File: config.mk
export PLATFORM = sky130hd
export DESIGN_NAME = writeback_stage
export DESIGN_NICKNAME = d
export VERILOG_FILES = /design/src/rtl/writeback_stage.sv
export SDC_FILE = /design/constraint.sdc
export NUM_CORES = 1
export LEC_CHECK = 0
export ABC_AREA = 1
export CORE_UTILIZATION = 40
export CTS_BUF_LIST = sky130_fd_sc_hd__clkbuf_4 sky130_fd_sc_hd__clkbuf_8 sky130_fd_sc_hd__clkbuf_16
export DETAILED_ROUTE_END_ITERATION = 12
export PLACE_DENSITY = 0.79
export SKIP_CTS_REPAIR_TIMING = 1
export SLEW_MARGIN = 20
export SYNTH_ARGS = -nofsm -noshare
export SYNTH_HDL_FRONTEND = slang
export SYNTH_SLANG_ARGS = --single-unit
File: constraint.sdc
create_clock -name clk -period 1.3 [get_ports clk]
set_input_delay 0.13 -clock clk [delete_from_list [all_inputs] [get_ports clk]]
set_output_delay 0.13 -clock clk [all_outputs]
set_load 0.05 [all_outputs]
File: src/rtl/writeback_stage.sv
// writeback_stage: final pipeline stage. Captures one instruction per cycle
// from MEM, selects and extends the load or ALU result, and drives a one-cycle
// register file write pulse on the following cycle. It also flags misaligned
// loads and counts retired instructions.
//
// Optional feature macro: WB_BYPASS_EN
//   defined   -> combinational forwarding port mirrors the write being captured
//   undefined -> bypassValid/bypassAddr/bypassData tied to 0
//
// Handshake: an instruction transfers on a rising edge where inValid=1 and
// inReady=1 (inReady = !stall). inValid may drop at any time without a
// transfer; a flushed transfer is consumed but produces no write, no alignErr
// and no retirement.
module writeback_stage (
    input  logic        clk,
    input  logic        rstN,
    input  logic        inValid,
    output logic        inReady,
    input  logic        stall,
    input  logic        flush,
    input  logic        inRegWrite,
    input  logic [4:0]  inRegAddr,
    input  logic        inMemToReg,
    input  logic [31:0] inAluResult,
    input  logic [31:0] inMemData,
    input  logic [1:0]  inLoadSize,
    input  logic        inLoadUnsigned,
    output logic        writeEn,
    output logic [4:0]  writeAddr,
    output logic [31:0] writeData,
    output logic        alignErr,
    output logic [31:0] retiredCount,
    output logic        bypassValid,
    output logic [4:0]  bypassAddr,
    output logic [31:0] bypassData
);

    localparam logic [1:0] SIZE_WORD = 2'b00;
    localparam logic [1:0] SIZE_HALF = 2'b01;
    localparam logic [1:0] SIZE_BYTE = 2'b10;

    logic        capture;
    logic        misaligned;
    logic        write_ok;
    logic [7:0]  byte_lane;
    logic [15:0] half_lane;
    logic [31:0] result;

    logic        we_q, we_d;
    logic [4:0]  waddr_q, waddr_d;
    logic [31:0] wdata_q, wdata_d;
    logic        align_q, align_d;
    logic [31:0] retired_q, retired_d;

    assign inReady = !stall;
    assign capture = inValid && !stall;

    // Result selection: pick the addressed lane and extend it for sub-word loads.
    always_comb begin
        byte_lane = 8'h00;
        half_lane = 16'h0000;
        result    = inAluResult;
        case (inAluResult[1:0])
            2'd0:    byte_lane = inMemData[7:0];
            2'd1:    byte_lane = inMemData[15:8];
            2'd2:    byte_lane = inMemData[23:16];
            default: byte_lane = inMemData[31:24];
        endcase
        half_lane = inAluResult[1] ? inMemData[31:16] : inMemData[15:0];
        if (inMemToReg) begin
            case (inLoadSize)
                SIZE_BYTE: result = inLoadUnsigned ? {24'h0, byte_lane}
                                                   : {{24{byte_lane[7]}}, byte_lane};
                SIZE_HALF: result = inLoadUnsigned ? {16'h0, half_lane}
                                                   : {{16{half_lane[15]}}, half_lane};
                // Word and the reserved encoding both return the full word.
                default:   result = inMemData;
            endcase
        end
    end

    // Misalignment only applies to loads; byte loads are always aligned.
    always_comb begin
        misaligned = 1'b0;
        if (inMemToReg) begin
            case (inLoadSize)
                SIZE_HALF: misaligned = inAluResult[0];
                SIZE_BYTE: misaligned = 1'b0;
                default:   misaligned = (inAluResult[1:0] != 2'b00);
            endcase
        end
    end

    assign write_ok = inRegWrite && (inRegAddr != 5'd0) && !flush && !misaligned;

    // Next-state: write pulse, error pulse and counter advance only on a capture.
    always_comb begin
        we_d      = 1'b0;
        align_d   = 1'b0;
        waddr_d   = waddr_q;
        wdata_d   = wdata_q;
        retired_d = retired_q;
        if (capture) begin
            waddr_d = inRegAddr;
            wdata_d = result;
            we_d    = write_ok;
            align_d = misaligned && !flush;
            if (!flush) begin
                retired_d = retired_q + 32'd1;
            end
        end
    end

    // State registers; reset clears any in-flight write immediately.
    always_ff @(posedge clk or negedge rstN) begin
        if (!rstN) begin
            we_q      <= 1'b0;
            waddr_q   <= 5'd0;
            wdata_q   <= 32'd0;
            align_q   <= 1'b0;
            retired_q <= 32'd0;
        end else begin
            we_q      <= we_d;
            waddr_q   <= waddr_d;
            wdata_q   <= wdata_d;
            align_q   <= align_d;
            retired_q <= retired_d;
        end
    end

    assign writeEn      = we_q;
    assign writeAddr    = waddr_q;
    assign writeData    = wdata_q;
    assign alignErr     = align_q;
    assign retiredCount = retired_q;

`ifdef WB_BYPASS_EN
    assign bypassValid = capture && write_ok;
    assign bypassAddr  = inRegAddr;
    assign bypassData  = result;
`else
    assign bypassValid = 1'b0;
    assign bypassAddr  = 5'd0;
    assign bypassData  = 32'd0;
`endif

endmodule

**Yosys cells after proc, flatten, opt, wreduce, memory -nomap -nowiden**

Cells that the tools add are included.

- Flip-flop bits (word level): 71
- Output and inout bits: 110
- Logic and storage cells: 33

- $add $sub $neg: 1
- Eq/ne operators: 4
- Mux-type cells: 10
- Bitwise operators: 1
- Reduce and logical (&&, ||, !) cells: 12

Operators by type and width:

| kind | number |
|---|---|
| 2-to-1 mux 32 bit | 3 |
| case mux 32 bit (2 select lines) | 1 |
| adder 32 x 1 -> 32 bit (second input constant) | 1 |
| case mux 8 bit (3 select lines) | 1 |
| 2-to-1 mux 16 bit | 1 |
| logical AND 1 bit | 5 |
| nonzero test 5 bit | 1 |
| == test 2 x 1 -> 1 bit (second input constant) | 2 |
| == test 2 bit (second input constant) | 2 |
| logical NOT 1 bit | 3 |
| 2-to-1 mux 1 bit | 3 |
| logical NOT 2 bit | 1 |
| case mux 1 bit (2 select lines) | 1 |
| AND reduction 2 bit | 1 |
| nonzero test 2 bit | 1 |
| inverter 1 bit | 1 |

**Logic depth before layout (Yosys ltp)**

Gate-level depths: netlist (run 1).

- Depth in word-level cells: 6
- Gate-level depth with buffers: 11
- Mapped depth without buffers: 10

**Worst setup path before layout (run 1)**

No wires, ideal clock.

- Path type: register -> register
- Start: reg retired_q[0], in the netlist retiredCount[0]
- End: reg retired_q[10], in the netlist retiredCount[10]
- Library setup time: 123 ps
- Arrival time: 1693 ps
- Slack: -516 ps
- Cell stages (with the launch flop): 7
- Buffers on the path: 0
- Cell sequence: dfrtp_1 > ha_1 > nand3_1 > nor3_4 > nand2_1 > o21ai_1 > nand2_1

- Cells in the longest elaborated chain, start to end: 1

Ends and longest elaborated chain:

| what | RTL line | RTL |
|---|---|---|
| start: declaration | 53 | `logic [31:0] retired_q, retired_d;` |
| start signal: assignment | 127 | `retired_q <= retired_d;` |
| adder 32 x 1 -> 32 bit | 109 | `retired_d = retired_q + 32'd1;` |

Every way passes these cells.
A chain may end at the register's enable or synchronous reset.

**Worst setup path in the final report (run 1)**

- Start: reg retired_q[12], in the netlist retiredCount[12]
- End: reg retired_q[24], in the netlist retiredCount[24]

Same word-level chain as after synthesis.

==> impl_metrics.csv, run 1 <==
group,metric,value,unit
job,max_cap_viol_count,0,
timing,hold_violations,0,
synthesis,ys_top_cells_by_count,"nand2_1 (275), nor2_1 (88), dfrtp_1 (71)",
critical_path,path_cells,"nand2_2 -> nor2_1 -> nand2_1 -> nor2_1 -> nand2_1 -> nand2_1 -> nand2_1 -> nand2_1 -> nand2_1",
clock_tree,root_buffer,"clkbuf_16",
cells_and_area,area_growth,79.8,%
synthesis,synth_top_area_share,37.1,%
critical_path,cp_slowest_cell,"dfrtp_2",
synthesis,avgSynthCellArea,6.67,um2
routing,wl_per_cell,15.8,um
routing,drt_iter0_drc,398,
place,portBuffers,150,
floorplanning,die-area,12400,um2
clock_tree,clk_latency,340,ps
grt,grt_pass1_wl,25.8,mm
floorplanning,die_y,111,um
routing,detail-route-antenna-nets,0,
hold_path,holdCritStartpoint,"inAluResult[0]",
timing,skew,9.55,ps
critical_path,reg2regPathDepth,9,
synthesis,synthDistinctLibCells,31,
routing,wl,17.3,mm
hold_path,hold_class,"in -> reg",
synthesis,synthArstFlopShare,100,%
critical_path,crit_type,"reg -> reg",
synthesis,synth-edff-count,0,
floorplanning,top_level_ports,189,
grt,overflow,0,
synthesis,syn_area,4790,um2
clock_tree,path_clk_slew,70,ps
grt,antenna_found_initial,0,
timing,fin_crit_sh,115,%
synthesis,synthFlopType,"dfrtp_1",
timing,rsz0062_at_grt,"true",
clock_tree,cts.sinks,71,
clock_tree,h-tree-depth,3,
cells_and_area,fillers,796,
critical_path,r2r_slack,-190,ps
routing,via_per_inst,5.12,
critical_path,rr_endpoint,"retiredCount[24]$_DFFE_PN0P_",
pwr,power.density,1140,nW/um2
run_status,outcome,"complete, but fails checks",
critical_path,critPathMaxStageDelay,390,ps
critical_path,cp_top_family,"simple AND/OR/NAND/NOR gates",
critical_path,arrival,1720,ps
floorplanning,dieWidth,111,um
clock_tree,cts_buffer_depth,2,
synthesis,synth_warnings,0,
critical_path,crit_required,1530,ps
floorplanning,rows,39,
place,dpl.hpwl,12.5,mm
critical_path,critPathLaunchType,"register",
routing,drc,7,
critical_path,cp.buffers_inverters,0,
cells_and_area,drive_above_1_share,35.9,%
cells_and_area,antennaDiodeCount,0,
timing,finalSetupViolations,26,
routing,num_vias,5622,
cells_and_area,stdcell_count,1098,
critical_path,crit-reg2reg-launch,"retiredCount[12]$_DFFE_PN0P_",
pwr,finalPower,0.00983,W
cells_and_area,nNetsFinal,1032,
timing,slew_viol_final,0,
pwr,power_leakage,3.95,nW
timing,max_freq,669,MHz
synthesis,synth_top_area_cell,"dfrtp_1",
grt,grt_usage,26.6,%
critical_path,cp-end-kind,"register",
clock_tree,cts_tree,"done",
grt,grt_max_degree,72,
routing,dr.pass1.iters,11,
place,dp_cells,1069,
critical_path,cp_common_cell,"nand2_1",
critical_path,crit_fanout,3,
run_status,violations,"design-rule violations, negative setup slack",
synthesis,ys_seq_area_share,37.1,%
timing,layout_min_cycle_time,1490,ps
place,gp_congestion,0.965,
grt,grt_pass1_vias,5410,
synthesis,synth.most_common_cell,"nand2_1",
synthesis,yosys_register_bits,71,
hold_path,hold_end,"writeData[0]$_DFFE_PN0P_",
synthesis,ys_top_cells_by_area,"dfrtp_1 (37%), nand2_1 (22%), nor2_1 (6.9%)",
hold_path,hold_depth,4,
pwr,vdd_drop_max,0.782,mV
timing,finalWorstSetupSlack,-194,ps
clock_tree,cts_inserted_buffers,9,
floorplanning,initial_core_util,41.4,%
floorplanning,core,11600,um2
synthesis,synth_cells,718,
## through the flow
| step | hold slack, ps | setup TNS [ps] | setup slack (ps) | cell area, um2 | utilization [%] |
|---|---|---|---|---|---|
| 2_1_floorplan | -166 | -1030 | -94.4 | 5160 | - |
| 3_3_place_gp | 174 | -20160 | -472 | 7860 | 68.0 |
| 3_5_place_dp | 178 | -21470 | -498 | 7860 | 68.0 |
| 4_1_cts | -179 | -4420 | -159 | 8180 | 70.7 |
| 5_1_grt | 362 | -3440 | -237 | 8610 | 74.5 |
| 6_report | 340 | -1270 | -194 | 8610 | 74.5 |
## report_power, final
group | switching (W) | leakage (nW) | internal [W]
sequential | 0.000410 | 0.851 | 0.00251
combinational | 0.00227 | 2.95 | 0.00195
clock | 0.00101 | 0.152 | 0.00170
total | 0.00368 | 3.95 | 0.00615
## routing by layer
metal	track usage, %	wire (um)
met1	29.7	6390
met2	49.5	8950
met3	5.33	1320
met4	10.4	682
met5	0	0
## tightest hold or removal path, delay by kind of cell
kind	cells	cell delay, ps
buf+inv	2	380
simple gates	1	80
compound gates	1	50
## area by class of cell
type,instances,area [um2],area share (%)
sequential,71,1820,21.2
clock inverter,6,85.1,0.988
timing repair buffer,247,3090,35.9
clock buffer,10,233,2.70
multi-input combinational,570,3010,35.0
tap,143,179,2.08
inverter,51,193,2.24
## how the worst max path moves through the flow
stage                                 start                      endpoint  slack, ps  depth (start not counted)
6_report       retiredCount[12]$_DFFE_PN0P_  retiredCount[24]$_DFFE_PN0P_       -190                          9
3_5_place_dp                  inLoadSize[0]             writeEn$_DFF_PN0_       -500                          8
3_3_place_gp                  inLoadSize[1]      writeData[4]$_DFFE_PN0P_       -470                         10
5_1_grt        retiredCount[12]$_DFFE_PN0P_  retiredCount[24]$_DFFE_PN0P_       -240                          9
2_1_floorplan  retiredCount[29]$_DFFE_PN0P_  retiredCount[30]$_DFFE_PN0P_        -90                          9
4_1_cts                       inLoadSize[0]             writeEn$_DFF_PN0_       -160                          8
## registers in the layout (all words and copies together), names as in the netlist
| name | flops |
|---|---|
| alignErr | 1 |
| retiredCount | 32 |
| writeAddr | 5 |
| writeData | 32 |
| writeEn | 1 |
## layout by cell type (no fill, tap or decap), drive strengths merged
master	count
a211oi	1
a21oi	72
a221oi	1
buf	169
bufinv	2
clkbuf	10
clkdlybuf4s50	71
clkinv	5
clkinvlp	2
conb	38
dfrtp	71
dlygate4sd3	1
dlymetal6s2s	6
ha	3
inv	48
nand2	279
nand3	40
nor2	91
nor3	3
nor4	1
o21ai	21
o21bai	1
o221a	5
xnor2	5
xor2	9
## cells by family (layout without fill, tap and decap cells)
group                    after synthesis  count (layout)  synth area share [%]
AO/OA/AOI/OAI                        101             101                  12.2
XOR/XNOR                              14              14                  2.56
adder cells (fa/ha/maj)                3               3                 0.783
buffers and inverters                115             314                  12.7
flip-flops                            71              71                  37.1
other                                  1              38                0.0783
AND/OR/NAND/NOR                      413             414                  34.6
(Power assumes the default switching activity.)
==> run 2: changes to the inputs <==
--- a/config.mk
+++ b/config.mk
@@ -6,6 +6,7 @@
 export NUM_CORES = 1
 export LEC_CHECK = 0
 export ABC_AREA = 1
+export CORE_ASPECT_RATIO = 1.4
 export CORE_UTILIZATION = 40
 export CTS_BUF_LIST = sky130_fd_sc_hd__clkbuf_4 sky130_fd_sc_hd__clkbuf_8 sky130_fd_sc_hd__clkbuf_16
 export DETAILED_ROUTE_END_ITERATION = 12
==> run 2 against run 1 <==
The run ends with negative setup slack left. First-iteration DRC count down 33%. Die area is essentially flat. Cell area about the same. Combinational power rose by 1%. Via count hardly changed.
==> impl_metrics.csv, run 2 (synthesized netlist as in run 1, its figures left out) <==
group,metric,value,unit
routing,wl,18.1,mm
clock_tree,cts_tree,"done",
critical_path,crit_type,"reg -> reg",
floorplanning,dieWidth,94.5,um
grt,overflow,0,
place,dpl.hpwl,12.8,mm
routing,drc,0,
routing,detail-route-antenna-nets,0,
clock_tree,cts_inserted_buffers,9,
place,gp_congestion,0.991,
timing,skew,9.19,ps
critical_path,cp-end-kind,"register",
floorplanning,core,11500,um2
critical_path,crit_required,1520,ps
cells_and_area,area_growth,79.7,%
floorplanning,die-area,12400,um2
hold_path,hold_class,"in -> async",
cells_and_area,antennaDiodeCount,0,
critical_path,critPathLaunchType,"register",
clock_tree,cts_buffer_depth,2,
pwr,power_leakage,4.09,nW
cells_and_area,drive_above_1_share,35.9,%
place,portBuffers,150,
timing,hold_violations,0,
timing,rsz0062_at_grt,"true",
floorplanning,rows,46,
cells_and_area,nNetsFinal,1034,
floorplanning,top_level_ports,189,
timing,fin_crit_sh,118,%
grt,grt_pass1_wl,25.9,mm
routing,dr.pass1.iters,5,
job,max_cap_viol_count,0,
clock_tree,h-tree-depth,3,
routing,via_per_inst,5.10,
grt,grt_usage,27.2,%
pwr,vdd_drop_max,0.864,mV
pwr,power.density,1120,nW/um2
timing,slew_viol_final,0,
floorplanning,initial_core_util,41.6,%
floorplanning,die_y,132,um
cells_and_area,final_cell_mix,"nand2_1 (241), buf_4 (87), buf_12 (79), clkdlybuf4s50_1 (71), nor2_1 (51)",
critical_path,crit_fanout,4,
critical_path,r2r_slack,-240,ps
cells_and_area,layout_commonest_cell,"nand2_1",
grt,antenna_found_initial,0,
routing,num_vias,5618,
routing,wl_per_cell,16.5,um
grt,grt_max_degree,72,
critical_path,arrival,1750,ps
clock_tree,path_clk_slew,60,ps
run_status,violations,"negative setup slack",
clock_tree,cts.sinks,71,
grt,grt_pass1_vias,5448,
clock_tree,clk_latency,330,ps
routing,drt_iter0_drc,268,
place,dp_worst_setup_slack,-619,ps
timing,max_freq,651,MHz
cells_and_area,fillers,806,
timing,layout_min_cycle_time,1540,ps
pwr,finalPower,0.00966,W
run_status,outcome,"complete, but fails checks",
timing,finalSetupViolations,28,
timing,finalWorstSetupSlack,-235,ps
clock_tree,root_buffer,"clkbuf_16",
==> run 2: layer usage <==
| metal | part of all wire, % | vias to the layer above | global-route usage, % |
|---|---|---|---|
| met5 | 0 | - | 0 |
| met4 | 5.9 | 0 | 14.9 |
| met3 | 6.7 | 65 | 6.02 |
| met2 | 54 | 277 | 50.1 |
| met1 | 34 | 2612 | 27.3 |
| li1 | - | 2664 | - |
==> run 2: power by group <==
part	switching, W	internal [W]	total (W)
Combinational	0.00232	0.00195	0.00427
Sequential	0.000391	0.00251	0.00290
Clock	0.000959	0.00153	0.00249
==> run 2: cell type report <==
type | instances | area, um2 | share of cell area, %
Timing Repair Buffer | 249 | 3090 | 35.9
Clock buffer | 10 | 239 | 2.78
Inverter | 51 | 198 | 2.30
Multi-Input combinational cell | 570 | 3020 | 35.1
Sequential cell | 71 | 1820 | 21.2
Tap cell | 144 | 180 | 2.09
Clock inverter | 6 | 60.1 | 0.698
==> run 2: path summary, 6_finish.rpt <==
| check | from | end | cells after the start |
|---|---|---|---|
| setup reg to reg | retiredCount[0]$_DFFE_PN0P_ | retiredCount[10]$_DFFE_PN0P_ | 6 |
| setup / recovery | retiredCount[0]$_DFFE_PN0P_ | retiredCount[10]$_DFFE_PN0P_ | 6 |
| hold reg to reg | writeAddr[1]$_DFFE_PN0P_ | writeAddr[1]$_DFFE_PN0P_ | 2 |
| hold / removal | rstN | retiredCount[0]$_DFFE_PN0P_ | 3 |
| min in group clk | inValid | retiredCount[1]$_DFFE_PN0P_ | 6 |
| max in group asynchronous | rstN | retiredCount[24]$_DFFE_PN0P_ | 3 |
==> run 2: critical path: stages, from the launching register on <==
cell	delay (ps)
dfrtp_4	460
ha_4	190
nand3_4	110
nor3_4	270
nand2_2	150
o21ai_1	170
nand2_1	70
==> run 2: through the flow <==
stage / utilization, % / cell area, um2 / std cells / setup TNS, ps / hold WS, ps
3_5_place_dp: 68.0 / 7830 / 1069 / -25620 / 180
5_1_grt: 74.8 / 8610 / 1101 / -4280 / 345
3_3_place_gp: 68.0 / 7830 / 1069 / -23100 / 179
2_1_floorplan: - / 5160 / 755 / -1030 / -166
6_report: 74.8 / 8610 / 1101 / -2540 / 348
4_1_cts: 70.6 / 8130 / 1085 / -7330 / -174
